`src/rtl/hamm_iter_pkg.sv`:
```
// ---------------------------------------------------------------------------
// hamm_iter_pkg
// Shared definitions for the iterative Hamming weight/distance engine:
//   - mode bit positions (distance select, accumulate select)
//   - FSM state encoding
//   - helper for sizing small counters
// ---------------------------------------------------------------------------
package hamm_iter_pkg;

    // Bit positions inside the 2-bit mode field.
    localparam int MODE_DIST = 0;   // 1: popcount(a ^ b), 0: popcount(a)
    localparam int MODE_ACC  = 1;   // 1: add into acc,    0: overwrite acc

    typedef enum logic [1:0] {
        ST_IDLE = 2'd0,
        ST_RUN  = 2'd1,
        ST_DONE = 2'd2
    } state_t;

    // Width of a counter holding 0..n-1; never narrower than one bit.
    function automatic int unsigned cnt_width(input int unsigned n);
        return (n > 32'd1) ? $clog2(n) : 32'd1;
    endfunction

endpackage

```
`src/rtl/hamm_iter_popcnt_chunk.sv`:
```
// ---------------------------------------------------------------------------
// hamm_iter_popcnt_chunk
// Combinational population count of one CHUNK-bit slice.
// Ports:
//   i_bits   in  CHUNK            slice to count
//   o_count  out $clog2(CHUNK+1)  number of set bits in i_bits
// ---------------------------------------------------------------------------
module hamm_iter_popcnt_chunk #(
    parameter  int CHUNK = 8,
    localparam int PW    = $clog2(CHUNK + 1)
) (
    input  logic [CHUNK-1:0] i_bits,
    output logic [PW-1:0]    o_count
);

    logic [PW-1:0] w_sum;

    // Sum the slice bits; synthesis folds this chain into an adder tree.
    always_comb begin
        w_sum = '0;
        for (int i = 0; i < CHUNK; i++) begin
            w_sum = w_sum + PW'(i_bits[i]);
        end
    end

    assign o_count = w_sum;

endmodule

```
`src/rtl/hamm_iter.sv`:
```
// ---------------------------------------------------------------------------
// hamm_iter
// Iterative Hamming weight / distance engine. An accepted operand (a, or
// a^b) is shifted out CHUNK bits per cycle and counted; after W/CHUNK beats
// the word count is presented with a running accumulator and a sticky
// wrap flag.
// Ports:
//   clk          in   1   rising-edge clock
//   rst_n        in   1   asynchronous active-low reset
//   i_in_valid   in   1   operand offered
//   o_in_ready   out  1   engine idle and able to accept
//   i_a          in   W   operand A
//   i_b          in   W   operand B (distance mode only)
//   i_mode       in   2   [0] distance select, [1] accumulate select
//   i_clr        in   1   synchronous clear of acc and ovf
//   o_out_valid  out  1   result available
//   i_out_ready  in   1   consumer takes the result
//   o_count      out  CW  popcount of the last word
//   o_acc        out  AW  running total modulo 2^AW
//   o_ovf        out  1   sticky accumulator wrap flag
// ---------------------------------------------------------------------------
module hamm_iter
    import hamm_iter_pkg::*;
#(
    parameter  int W     = 32,
    parameter  int CHUNK = 8,
    parameter  int AW    = 16,
    localparam int CW    = $clog2(W + 1)
) (
    input  logic          clk,
    input  logic          rst_n,
    input  logic          i_in_valid,
    output logic          o_in_ready,
    input  logic [W-1:0]  i_a,
    input  logic [W-1:0]  i_b,
    input  logic [1:0]    i_mode,
    input  logic          i_clr,
    output logic          o_out_valid,
    input  logic          i_out_ready,
    output logic [CW-1:0] o_count,
    output logic [AW-1:0] o_acc,
    output logic          o_ovf
);

    localparam int N   = W / CHUNK;
    localparam int PW  = $clog2(CHUNK + 1);
    localparam int BW  = cnt_width(N);
    localparam int AW1 = AW + 1;
    localparam logic [BW-1:0] LAST_BEAT = BW'(N - 1);

    state_t          r_state;
    logic [W-1:0]    r_sh;
    logic            r_acc_mode;
    logic [BW-1:0]   r_beat;
    logic [CW-1:0]   r_partial;
    logic [CW-1:0]   r_count;
    logic [AW-1:0]   r_acc;
    logic            r_ovf;
    logic            r_out_valid;
    logic            r_in_ready;

    logic [W-1:0]    w_operand;
    logic [PW-1:0]   w_chunk_cnt;
    logic [CW-1:0]   w_final;
    logic [AW1-1:0]  w_acc_sum;
    logic            w_accept;
    logic            w_last;

    hamm_iter_popcnt_chunk #(
        .CHUNK (CHUNK)
    ) u_popcnt (
        .i_bits  (r_sh[CHUNK-1:0]),
        .o_count (w_chunk_cnt)
    );

    assign w_operand = i_mode[MODE_DIST] ? (i_a ^ i_b) : i_a;
    assign w_accept  = i_in_valid & r_in_ready;
    // Partial including the beat being counted this cycle; on the last beat
    // this is the word's final count.
    assign w_final   = r_partial + CW'(w_chunk_cnt);
    assign w_last    = (r_state == ST_RUN) && (r_beat == LAST_BEAT);
    // Extra top bit captures the wrap used to set the sticky flag.
    assign w_acc_sum = {1'b0, r_acc} + AW1'(w_final);

    // FSM, datapath registers and accumulator/flag update.
    always_ff @(posedge clk or negedge rst_n) begin
        if (!rst_n) begin
            r_state     <= ST_IDLE;
            r_sh        <= '0;
            r_acc_mode  <= 1'b0;
            r_beat      <= '0;
            r_partial   <= '0;
            r_count     <= '0;
            r_acc       <= '0;
            r_ovf       <= 1'b0;
            r_out_valid <= 1'b0;
            r_in_ready  <= 1'b1;
        end else begin
            case (r_state)
                ST_IDLE: begin
                    if (w_accept) begin
                        r_sh       <= w_operand;
                        r_acc_mode <= i_mode[MODE_ACC];
                        r_partial  <= '0;
                        r_beat     <= '0;
                        r_in_ready <= 1'b0;
                        r_state    <= ST_RUN;
                    end else begin
                        r_state    <= ST_IDLE;
                    end
                end
                ST_RUN: begin
                    r_partial <= w_final;
                    r_sh      <= r_sh >> CHUNK;
                    if (w_last) begin
                        r_beat      <= '0;
                        r_count     <= w_final;
                        r_out_valid <= 1'b1;
                        r_state     <= ST_DONE;
                    end else begin
                        r_beat      <= r_beat + BW'(1);
                    end
                end
                ST_DONE: begin
                    // Result is held until the consumer takes it.
                    if (i_out_ready) begin
                        r_out_valid <= 1'b0;
                        r_in_ready  <= 1'b1;
                        r_state     <= ST_IDLE;
                    end else begin
                        r_state     <= ST_DONE;
                    end
                end
                default: begin
                    r_out_valid <= 1'b0;
                    r_in_ready  <= 1'b1;
                    r_state     <= ST_IDLE;
                end
            endcase

            // A clear coinciding with completion behaves as clear-then-add,
            // so the new total is just this word's count.
            if (w_last) begin
                if (i_clr) begin
                    r_acc <= AW'(w_final);
                    r_ovf <= 1'b0;
                end else if (r_acc_mode) begin
                    r_acc <= w_acc_sum[AW-1:0];
                    if (w_acc_sum[AW]) begin
                        r_ovf <= 1'b1;
                    end else begin
                        r_ovf <= r_ovf;
                    end
                end else begin
                    r_acc <= AW'(w_final);
                end
            end else if (i_clr) begin
                r_acc <= '0;
                r_ovf <= 1'b0;
            end else begin
                r_acc <= r_acc;
            end
        end
    end

    assign o_in_ready  = r_in_ready;
    assign o_out_valid = r_out_valid;
    assign o_count     = r_count;
    assign o_acc       = r_acc;
    assign o_ovf       = r_ovf;

endmodule

```
`config.mk`:
```
export PLATFORM = sky130hd
export DESIGN_NAME = hamm_iter
export DESIGN_NICKNAME = d
export VERILOG_FILES = /design/src/rtl/hamm_iter_pkg.sv /design/src/rtl/hamm_iter_popcnt_chunk.sv /design/src/rtl/hamm_iter.sv
export SDC_FILE = /design/constraint.sdc
export NUM_CORES = 1
export LEC_CHECK = 0
export CAP_MARGIN = 10
export CORE_MARGIN = 2
export CORE_UTILIZATION = 54
export DETAILED_ROUTE_END_ITERATION = 12
export GPL_ROUTABILITY_DRIVEN = 0
export PLACE_DENSITY = 0.93
export SYNTH_ARGS = -nofsm -noshare
export SYNTH_HDL_FRONTEND = slang
export SYNTH_HIERARCHICAL = 1
export SYNTH_SLANG_ARGS = --single-unit
export TNS_END_PERCENT = 30
```
`constraint.sdc`:
```
create_clock -name clk -period 9.31 [get_ports clk]
set_input_delay 2.3275 -clock clk [delete_from_list [all_inputs] [get_ports clk]]
set_output_delay 2.3275 -clock clk [all_outputs]
set_load 0.01 [all_outputs]
```
## Yosys cells after proc, flatten, opt, wreduce, memory -nomap -nowiden

Cells that the tools add are included.

| storage, ports and cells | value |
|---|---|
| flip-flop bits (word level) | 68 |
| input bits | 71 |
| logic and storage cells | 69 |

| cells by class | value |
|---|---|
| $add $sub $neg | 10 |
| eq/ne operators | 6 |
| muxes and demuxes | 27 |
| bitwise operators | 4 |
| reduce and logical (&&, ||, !) cells | 12 |

Operators by type and width:

| cell | number |
|---|---|
| 16-bit two-way mux | 4 |
| 32-bit two-way mux | 2 |
| 32-bit case mux with 2 select lines | 1 |
| 32-bit bitwise XOR | 1 |
| 4-bit by 1-bit adder with 4-bit output | 6 |
| 16-bit by 6-bit adder with 17-bit output | 1 |
| 6-bit case mux with 2 select lines | 1 |
| 1-bit two-way mux | 10 |
| 3-bit AND reduction | 3 |
| 2-bit two-way mux | 4 |
| 2-bit nonzero test | 4 |
| 6-bit by 4-bit adder with 6-bit output | 1 |
| 6-bit two-way mux | 1 |
| 2-bit inequality test, second input constant | 3 |
| 1-bit case mux with 3 select lines | 2 |
| 2-bit case mux with 3 select lines | 1 |
| 2-bit AND reduction | 3 |
| 2-bit == test, second input constant | 2 |
| 2-bit case mux with 2 select lines | 1 |
| 1-bit by 1-bit adder with 2-bit output | 1 |
| 2-bit by 1-bit adder with 2-bit output, second input constant | 1 |
| 2-bit by 1-bit == test with 1-bit output, second input constant | 1 |
| 2-bit logical NOT | 1 |
| 1-bit NOT | 2 |
| 2 further kinds | 2 |

## Depth between registers and ports, before layout

| logic depth | value |
|---|---|
| depth after elaboration | 13 |
| depth in mapped cells | 22 |
| gate-level depth less buffers | 22 |

## Hierarchy

The synthesis kept the hierarchy.

By module, submodules not included:

| module | instances | cells an instance | area each (um2) |
|---|---|---|---|
| hamm_iter | 1 | 391 | 3767.4 |
| hamm_iter_popcnt_chunk | 1 | 24 | 190.2 |

## Worst setup path before layout

No wires, ideal clock.

| timing | value |
|---|---|
| kind | register to register |
| start point | register r_sh[0] |
| end point | register r_ovf (netlist: o_ovf) |
| setup time | 0.122 ns |
| data arrival time | 4.877 ns |
| data required time | 9.188 ns |
| slack | 4.312 ns |
| stages on the path, launching flop included | 20 |
| path buffers | 0 |
| clock period less this slack | 4.998 ns |
| cells stage by stage | dfrtp_1 -> inv_1 -> fa_1 -> fa_1 -> fa_1 -> inv_1 -> ha_1 -> inv_1 -> fa_1 -> xnor2_1 -> ha_1 -> and3_1 -> a221o_1 -> xor2_1 -> ha_1 -> a21oi_1 -> inv_1 -> o2111ai_1 -> nor3_1 -> a32o_1 |

| on the way | value |
|---|---|
| longest elaborated chain between the ends | 11 |

RTL lines:

| element | line | source |
|---|---|---|
| start: declaration | hamm_iter.sv:52 | `logic [W-1:0] r_sh;` |
| start signal: assignment | hamm_iter.sv:102 | `r_sh <= w_operand;` |
| start signal: assignment | hamm_iter.sv:114 | `r_sh <= r_sh >> CHUNK;` |
| 1-bit by 1-bit adder with 2-bit output | hamm_iter_popcnt_chunk.sv:22 | `w_sum = w_sum + PW'(i_bits[i]);` |
| 4-bit by 1-bit adder with 4-bit output (6 in series) | hamm_iter_popcnt_chunk.sv:22 |  |
| via w_chunk_cnt[2] | hamm_iter.sv:63 | `logic [PW-1:0] w_chunk_cnt;` |
| 6-bit by 4-bit adder with 6-bit output | hamm_iter.sv:80 | `assign w_final = r_partial + CW'(w_chunk_cnt);` |
| via w_final[5] | hamm_iter.sv:64 | `logic [CW-1:0] w_final;` |
| 16-bit by 6-bit adder with 17-bit output | hamm_iter.sv:83 | `assign w_acc_sum = {1'b0, r_acc} + AW1'(w_final);` |
| 2-bit nonzero test (no source line) | n/a |  |
| 3-bit AND reduction (no source line) | n/a |  |
| end signal: assignment | hamm_iter.sv:152 | `r_ovf <= r_ovf;` |
| end: declaration | hamm_iter.sv:58 | `logic r_ovf;` |

The timed path passes the listed nets, and every way through them passes these cells.
A chain may end at the register's enable or synchronous reset.

## Final worst setup path

| timing | value |
|---|---|
| start point | register r_sh[1] |
| end point | register r_ovf (netlist: o_ovf) |

The elaborated chain is that of the path after synthesis.

==> metrics.md <==
| Metric | Value |
|---|---|
| Status | finished, final reports clean |
| RSZ-0062 raised after global routing | false |
| DP Cell Count | 592 |
| Die height | between 80 and 90 um |
| CP Max Fanout | 5 |
| Static Leak | ~2.3 nW |
| Total grt overflow | 0 |
| Psw | roughly 480 uW |
| First-pass GRT wire length | between 15 and 20 mm |
| Int Power | 729 uW |
| Seq pwr share | 34.5% |
| Filler cells | 486 |
| CP Cell Sequence | inv_1, fa_1, fa_1, fa_1, inv_1, ha_1, inv_1, fa_1, inv_1, ha_1, a21o_1, a21oi_1, xor2_1, inv_1, ha_1, a21oi_1, a21oi_1, o2111ai_1, nor3_1, a32o_1 |
| Clk sink count | 68 |
| Die area | between 0.008 and 0.009 mm2 |
| CTS HTree Levels | 3 |
| Least-Margin Pin Slew | between 1 and 1.5 ns |
| Worst setup EP type | register |
| Net Sw Frac | about two fifths |
| GRT Total Usage | 24.6% |
| Drt drc | 0 |
| Worst IR drop on VDD | roughly 0.11 mV |
| CTS Hold Bufs | 0 |
| TritonCTS Buffers | 9 |
| Vias in the first global route | between 3,000 and 4,000 |
| Synthesized net count | between 500 and 600 |
| First-pass DRT Iterations | 5 |
| CTS tree | done |
| CP max stage cell | fa_1 |
| WP data required | ~9.6 ns |
| Yosys cell types | 54 |
| Post-DRT Antenna Nets | 0 |
| FP Rows | 31 |
| Final period utilization | 59.0% |
| Reported max-cap violation count | 0 |
| Data arrival time of the critical path | approximately 5.7 ns |
| Synthesized instance count | a little over 400 |
| Ant diodes | 0 |
| Final WL | approximately 9.5 mm |
| Clock power frac | 21.3% |
| Initial antenna violation count | 0 |
| Wire per inst | between 15 and 20 um |
| Final setup viols | 0 |
| Worst min-delay path class | reg -> reg |
| Post-CTS Setup Bufs | 0 |
| Fin crit period | about 5.5 ns |
| Nets | approximately 600 |
| Worst hold margin | ~0.49 ns |
| I/O pins | 96 |
| Commonest non-fill, non-tap cell in the layout | clkdlybuf4s50_1 |
| Commonest non-fill, non-tap cells in the layout | 94 x clkdlybuf4s50_1, 67 x dfrtp_1, 60 x nand2_1, 37 x xor2_1, 31 x o21ai_0 |
| Top_reg_cell synth | dfrtp_1 |
| Worst slew margin relative to its limit | between 10% and 20% |
| Seq/Total Area, Yosys | a little over two fifths |
| Mean Syn Cell Area | about 9.5 um2 |
| Mapped cell area | around 0.004 mm2 |
| Die X | approximately 90 um |
| Hpwl dp | roughly 6.9 mm |
| Post-Layout Cell Count | approximately 610 |
| Buf+Inv Stages, Crit Path | 5 |
| Largest net degree at the start of global routing | between 60 and 70 |
| Area Overhead vs Synth | 30.5% |
| Starting DRT DRC Count | 220 |
| Buffers on Ports | 95 |
| YS warnings | 6 |
| Maximum clock frequency | 182 MHz |
| Clock slew at reported path FFs | roughly 0.070 ns |
| Clock Path Buffers | 2 |
| CP delay by family, top | adder cells |
| Final hold violations | 0 |
| Root Buffer Master | clkbuf_8 |
| Starting density of the core | between 50% and 60% |
| CTS resizes | 0 |
| Ratio of cells with drive above 1 in the final layout | approximately 6.3% |
| Worst-skew pair later-pin latency | about 0.35 ns |
| Setup TNS | 0 ns |
| DR vias | 3,452 |
| Async S/R FF share, synth | 100% |
| Yosys reg bits | approximately 70 |
| Vias/cell | 5.68 |
| Worst setup SP type | register |
| Logic pwr share | 44.2% |
| Slowest stage delay, CP | around 0.54 ns |
| Clk_skew | between 0.006 and 0.007 ns |
| Crit Path Class | reg -> reg |
| Core ar. | 0.00718 mm2 |
| CP dominant cell by count | inv_1 |
| Fin. max-slew vios | 0 |
| Power Density | about 230 mW/mm2 |
| Post-synth EDFFs | 0 |
## per-stage QoR
| stage | cell area, um2 | utilization (%) | setup WS, ns | power, mW |
|---|---|---|---|---|
| final | 5160 | 72.0 | 3.82 | 1.21 |
| after global routing | 5160 | 72.0 | 3.52 | 1.30 |
| after CTS | 5160 | 72.0 | 3.87 | 1.21 |
| after detailed placement | 4950 | 69.0 | 3.95 | 0.939 |
| after global placement | 4950 | 69.0 | 4.13 | 0.903 |
| after floorplan | 3960 | - | 4.31 | 0.769 |
## layout make-up
| class | instances | area [um2] | area share [%] |
|---|---|---|---|
| tap | 99 | 124 | 2.40 |
| timing repair buffer | 98 | 968 | 18.8 |
| clock buffer | 11 | 151 | 2.93 |
| clock inverter | 5 | 58.8 | 1.14 |
| sequential | 68 | 1700 | 33.0 |
| multi-input combinational | 299 | 2050 | 39.8 |
| inverter | 28 | 105 | 2.03 |
## cells by family after synthesis
kind of cell,Yosys count,synth area share (%)
DFF,68,43.0
AOI/OAI and AO/OA,105,18.8
adders and majority gates,22,8.09
and+or+nand+nor,126,14.5
buffers and inverters,48,5.12
xor gates and xnor gates,41,9.07
muxes,5,1.36
## worst register-to-register path: cells and delay by family (launching register included)
family / cells / cell delay [ns]
xor gates and xnor gates: 1 / 0.33
AOI/OAI and AO/OA: 6 / 1.42
buffers and inverters: 5 / 0.41
and+or+nand+nor: 1 / 0.12
DFF: 1 / 0.39
adders and majority gates: 7 / 2.72
## power groups by stage
stage	clock network [mW]	logic [mW]	registers [mW]
CTS	0.257	0.532	0.416
finish	0.258	0.534	0.417
global placement	0	0.488	0.415
global route	0.273	0.598	0.425
floorplan	0	0.359	0.410
detailed placement	0	0.520	0.420
## path summary, 6_finish.rpt
kind	to	cells after the start	slack, ns	start
worst max-delay path	o_ovf	20	3.82	r_sh[1]
worst min-delay path	o_in_ready	2	0.49	o_in_ready
worst max register to register	o_ovf	20	3.82	r_sh[1]
worst min register to register	o_in_ready	2	0.49	o_in_ready
max in group asynchronous	r_sh[0]	2	6.60	rst_n
min in group asynchronous	o_acc[9]	2	2.15	rst_n
## per-layer routing
layer  global-route usage, %  up-vias  wire length, um
li1                        -     1632                -
met1                    30.4     1649             3720
met2                    42.0      145             4980
met3                    5.48       26              597
met4                    9.36        0              203
met5                       0        -                0
## synthesized netlist by cell type, drive strengths merged, types with 2 or more instances
cell type	instances	area, um2
and3	4	25.0
inv	28	105
nor2	29	116
o21ai	32	164
nand2	60	225
a22oi	2	15.0
xor2	37	324
nand3b	2	18.8
dfrtp	67	1680
o21a	2	15.0
nand3	18	103
mux2i	2	20.0
xnor2	4	35.0
o2111ai	2	23.8
a21oi	19	98.9
fa	6	120
buf	12	66.3
nor2b	3	18.8
o211ai	3	22.5
nand2b	2	12.5
ha	16	200
mux2	3	33.8
a31oi	4	25.0
o22ai	2	12.5
or4	2	15.0
a21o	2	15.0
a41oi	3	26.3
a221o	25	250
clkbuf	8	31.3
## registers in the layout, summed over array words and instances (netlist names), 2 cells and up
| register | count |
|---|---|
| r_partial | 6 |
| r_beat | 2 |
| r_sh | 32 |
| r_state | 2 |
| o_acc | 16 |
| o_count | 6 |
No activity file was read; power rests on OpenSTA's default activity.
